===== src/rtl/regfile_wb_pkg.sv =====
// Shared constants for the write-back register file and its load scoreboard.
// The WB_BYPASS_EN build macro enables same-cycle write-to-read forwarding.
package regfile_wb_pkg;

  localparam int DEF_DATA_W = 32;
  localparam int DEF_ADDR_W = 5;
  localparam int NREGS      = 2 ** DEF_ADDR_W;
  localparam int REG_ZERO   = 0;

  typedef enum logic [1:0] {
    WB_ALU = 2'b00,
    WB_MEM = 2'b01,
    WB_PC  = 2'b10,
    WB_SLT = 2'b11
  } wb_src_e;

endpackage


===== src/rtl/regfile_scoreboard.sv =====
// Load scoreboard: one pending bit per register, set by an issued load,
// cleared when that load's write-back lands. A set in the same cycle wins.
module regfile_scoreboard #(
  parameter int ADDR_W = 5
) (
  input  logic              clk,
  input  logic              rst,
  input  logic              i_clr_en,
  input  logic [ADDR_W-1:0] i_clr_addr,
  input  logic              i_set_en,
  input  logic [ADDR_W-1:0] i_set_addr,
  input  logic [ADDR_W-1:0] i_raddr1,
  input  logic [ADDR_W-1:0] i_raddr2,
  output logic              o_busy1,
  output logic              o_busy2
);

  localparam int NR = 2 ** ADDR_W;

  logic [NR-1:0] r_pend;
  logic [NR-1:0] w_next;

  always_comb begin
    w_next = r_pend;
    if (i_clr_en) w_next[i_clr_addr] = 1'b0;
    if (i_set_en) w_next[i_set_addr] = 1'b1;
    w_next[0] = 1'b0;
  end

  always_ff @(posedge clk) begin
    if (rst) r_pend <= '0;
    else     r_pend <= w_next;
  end

  assign o_busy1 = r_pend[i_raddr1];
  assign o_busy2 = r_pend[i_raddr2];

endmodule


===== src/rtl/regfile_wb.sv =====
// 32x32 register file at the write-back end with a load scoreboard; r0 reads zero.
// Define WB_BYPASS_EN to forward the write-back word to same-cycle reads.
module regfile_wb
  import regfile_wb_pkg::*;
#(
  parameter int DATA_W = DEF_DATA_W,
  parameter int ADDR_W = DEF_ADDR_W
) (
  input  logic              clk,
  input  logic              rst,
  input  logic              regwrite,
  input  logic [ADDR_W-1:0] waddr,
  input  logic [DATA_W-1:0] wdata,
  input  logic              wb_is_load,
  input  logic              issue_load,
  input  logic [ADDR_W-1:0] load_rd,
  input  logic [ADDR_W-1:0] raddr1,
  input  logic [ADDR_W-1:0] raddr2,
  output logic [DATA_W-1:0] rdata1,
  output logic [DATA_W-1:0] rdata2,
  output logic              busy1,
  output logic              busy2,
  output logic              stall
);

  localparam int NR = 2 ** ADDR_W;

  logic [DATA_W-1:0] r_regs [NR];
  logic              w_wen;
  logic              w_sb_busy1;
  logic              w_sb_busy2;
  logic              w_byp_clr1;
  logic              w_byp_clr2;

  assign w_wen = regwrite && (waddr != ADDR_W'(REG_ZERO));

  always_ff @(posedge clk) begin
    if (rst) begin
      for (int i = 0; i < NR; i++) r_regs[i] <= '0;
    end else if (w_wen) begin
      r_regs[waddr] <= wdata;
    end
  end

  always_comb begin
    rdata1 = r_regs[raddr1];
    rdata2 = r_regs[raddr2];
    w_byp_clr1 = 1'b0;
    w_byp_clr2 = 1'b0;
`ifdef WB_BYPASS_EN
    if (w_wen && waddr == raddr1) begin
      rdata1     = wdata;
      w_byp_clr1 = wb_is_load;
    end
    if (w_wen && waddr == raddr2) begin
      rdata2     = wdata;
      w_byp_clr2 = wb_is_load;
    end
`endif
    if (raddr1 == ADDR_W'(REG_ZERO)) rdata1 = '0;
    if (raddr2 == ADDR_W'(REG_ZERO)) rdata2 = '0;
  end

  regfile_scoreboard #(
    .ADDR_W (ADDR_W)
  ) u_sb (
    .clk        (clk),
    .rst        (rst),
    .i_clr_en   (regwrite && wb_is_load),
    .i_clr_addr (waddr),
    .i_set_en   (issue_load && load_rd != ADDR_W'(REG_ZERO)),
    .i_set_addr (load_rd),
    .i_raddr1   (raddr1),
    .i_raddr2   (raddr2),
    .o_busy1    (w_sb_busy1),
    .o_busy2    (w_sb_busy2)
  );

  assign busy1 = w_sb_busy1 & ~w_byp_clr1;
  assign busy2 = w_sb_busy2 & ~w_byp_clr2;
  assign stall = busy1 | busy2;

endmodule


===== config.mk =====
export PLATFORM = sky130hd
export DESIGN_NAME = regfile_wb
export DESIGN_NICKNAME = d
export VERILOG_FILES = /design/src/rtl/regfile_wb_pkg.sv /design/src/rtl/regfile_scoreboard.sv /design/src/rtl/regfile_wb.sv
export SDC_FILE = /design/constraint.sdc
export NUM_CORES = 2
export LEC_CHECK = 0
export ABC_AREA = 1
export BUFFER_PORTS_ARGS = -buffer_cell sky130_fd_sc_hd__buf_2
export CAP_MARGIN = 20
export CORE_UTILIZATION = 35
export DETAILED_ROUTE_END_ITERATION = 12
export SYNTH_ARGS = -nofsm -noshare
export SYNTH_HDL_FRONTEND = slang
export SYNTH_HIERARCHICAL = 1
export SYNTH_SLANG_ARGS = --single-unit
export TNS_END_PERCENT = 10

===== constraint.sdc =====
create_clock -name clk -period 3.2 [get_ports clk]
set_clock_uncertainty 0.2 [all_clocks]
set_input_delay 0.64 -clock clk [delete_from_list [all_inputs] [get_ports clk]]
set_output_delay 0.64 -clock clk [all_outputs]
set_load 0.02 [all_outputs]

==> impl_metrics.py <==
metrics = {
    "placement": {
        "dpl.hpwl_um": 149000,
        "portBuffers": 123,
        "gp_congestion": 0.934,
        "dpl_worst_slack_ns": -0.390,
    },
    "global_routing": {
        "grt_use_total_pct": 28.1,
        "antenna_found_initial": 3,
        "grt_max_degree": 53,
        "grt_overflow": 0,
        "grt_pass1_vias": 53800,
        "grt_pass1_wl_um": 353000,
    },
    "clock_network": {
        "clkSinkCount": 1055,
        "ctsHtreeMaxLevel": 3,
        "clkTransAtPathRegs_ns": 0.06,
        "insertion_delay_ns": 0.76,
        "cts_root_buf": "clkbuf_16",
        "cts.path.max_buffers": 3,
        "cts_inserted_buffers": 114,
        "cts_tree": "done",
    },
    "hold_path": {
        "hold_class": "input port to flop",
    },
    "power": {
        "ir_drop_mv": 0.417,
        "p_leak_nw": 29.3,
        "power_density_mw_per_mm2": 499,
    },
    "routing": {
        "dr.pass1.iters": 7,
        "postRouteWirelength_um": 247000,
        "wl_per_cell_um": 24.5,
        "final_antenna_net_count": 0,
        "drt_iter0_drc": 9174,
        "vias_per_cell": 5.72,
        "vias": 57400,
        "drc": 0,
    },
    "sta": {
        "rsz0062_at_grt": "yes",
        "timing.final.hold_violations": 0,
        "finalCriticalPeriod_ns": 3.27,
        "fin_ws_ns": -0.0747,
        "slew-limit-headroom_pct": 47.2,
        "period_share_pct": 102,
        "worst_pin_slew_ns": 0.792,
        "whs_ns": 0.0810,
        "max_freq_mhz": 305,
        "tns_ns": -0.898,
        "setup_viol_count_final": 24,
        "finalMaxSlewViolations": 0,
    },
    "setup_path": {
        "critPathMaxStageDelay_ns": 0.25,
        "cp-end-kind": "output pin",
        "worstPathArrival_ns": 2.43,
        "worstPathRequired_ns": 2.36,
        "crit_slowest_cell": "nor2_1",
        "worst_setup_path_start_kind": "input port",
        "path_max_fanout": 23,
        "crit_type": "input port to output pin",
        "cp_cell_sequence": "buf_8 -> inv_8 -> buf_12 -> buf_12 -> buf_12 -> a21oi_1 -> o21ai_0 -> a21oi_1 -> nor2_1 -> nor2_1 -> nor2_1 -> buf_2",
    },
    "synth": {
        "ys_seq_area_share_pct": 53.6,
        "avgSynthCellArea_um2": 7.73,
        "synth_cell_types": 25,
        "syn_area_mm2": 0.0585,
        "ys.warnings.count": 6,
        "synthCells": 7564,
        "ys_ff_latch": 1055,
    },
    "die": {
        "die_w_um": 411,
        "die-area_mm2": 0.169,
        "die_y_um": 411,
        "core_mm2": 0.165,
        "initial_utilization_pct": 35.4,
        "num_rows": 149,
        "io_pins": 124,
    },
    "layout": {
        "syn_to_final_growth_pct": 21.1,
        "drive_gt1_share_pct": 13.2,
        "layout.nets": 7812,
    },
    "run": {
        "maxCapViolCount": 0,
    },
    "outcome": {
        "status": "complete, but fails checks",
        "violations": "negative setup slack",
    },
}
## placed cells by master (no fill, tap or decap), drive strengths merged
cell      Yosys  final
nand2      2182   2182
nor2       1782   1782
nand3      1039   1039
edfxtp     1024   1024
buf         379    663
o21ai       470    470
inv         187    184
a21oi       162    162
clkbuf      256    156
clkinv        1     58
conb          1     32
dfxtp        31     31
o211ai       27     27
nor3         20     20
clkinvlp      0     10
bufinv        0      8
bufbuf        0      4
diode         0      1
nand4         1      1
or4           1      1
or2           1      1
## repair_timing
item	4_1_cts	5_1_grt
endpoints found under the setup margin	60	65
pin swaps	7	22
gates cloned	7	12
hold buffers	0	0
resized for setup	116	153
buffers inserted	9	5
## worst paths after layout
path / startpoint / endpoint / slack, ns / depth (start not counted)
setup / recovery: raddr2[1] / rdata2[26] / -0.07 / 12
hold / removal: load_rd[4] / u_sb/r_pend[3] / 0.08 / 4
hold reg to reg: u_sb/r_pend[2] / u_sb/r_pend[2] / 0.28 / 2
setup reg to reg: u_sb/r_pend[15] / u_sb/r_pend[15] / 2.23 / 2
## state kept, by name, indices dropped and copies added (netlist names)
register / cells
r_regs: 1024
u_sb/r_pend: 31
## worst max-delay path: cells and delay by family
family | cells | cell delay (ns)
AO/OA/AOI/OAI | 3 | 0.35
buffers and inverters | 6 | 0.94
AND/OR/NAND/NOR | 3 | 0.45
## logic make-up after synthesis
family          share of synthesized area (%)
buf+inv                                  6.00
other cells                           0.00641
simple gates                             34.6
compound gates                           5.76
flops                                    53.6
## where the power goes
group	internal [mW]	leakage [nW]	total [mW]	switching, mW
sequential	15.9	10.0	16.3	0.403
clock	7.28	1.74	13.2	5.88
combinational	1.95	17.6	5.86	3.91
total	25.1	29.3	35.3	10.2
## through the flow
stage                     area, um^2  util, %  power, mW  instances
final                          70800     42.8       35.3      10000
after global routing           70800     42.8       36.3      10000
after CTS                      70000     42.3       35.0      10000
after detailed placement       65600     39.7       21.9       9796
after global placement         65600     39.7       21.9       9796
after floorplan                58600        -       19.3       7595
## Yosys cell counts (all sizes together)
cell type | number | area share [%]
nand2 | 2182 | 14
nor2 | 1782 | 11
nand3 | 1039 | 8.9
edfxtp | 1024 | 53
o21ai | 470 | 4.0
buf | 379 | 3.1
clkbuf | 256 | 1.6
inv | 187 | 1.2
a21oi | 162 | 1.4
dfxtp | 31 | 1.1
o211ai | 27 | 0.35
nor3 | 20 | 0.22
clkinv | 1 | 0.0064
conb | 1 | 0.0064
nand4 | 1 | 0.011
or2 | 1 | 0.011
or4 | 1 | 0.013
## per-layer routing
metal,share of wire [%],GRT usage [%]
met5,0.011,0
met2,46,44.6
met3,11,5.18
met4,6.1,16.7
met1,37,35.7
## cell type report
type                    count  area, um^2
diodes                      1        2.50
clock buffers             144        3010
clock inverters            72         603
fillers                 15900       94500
inverters                 188         792
multi-input cells        5717       24300
flip-flops and latches   1055       31400
well taps                2189        2740
repair buffers            679        7970
No activity file was read; power rests on OpenSTA's default activity.
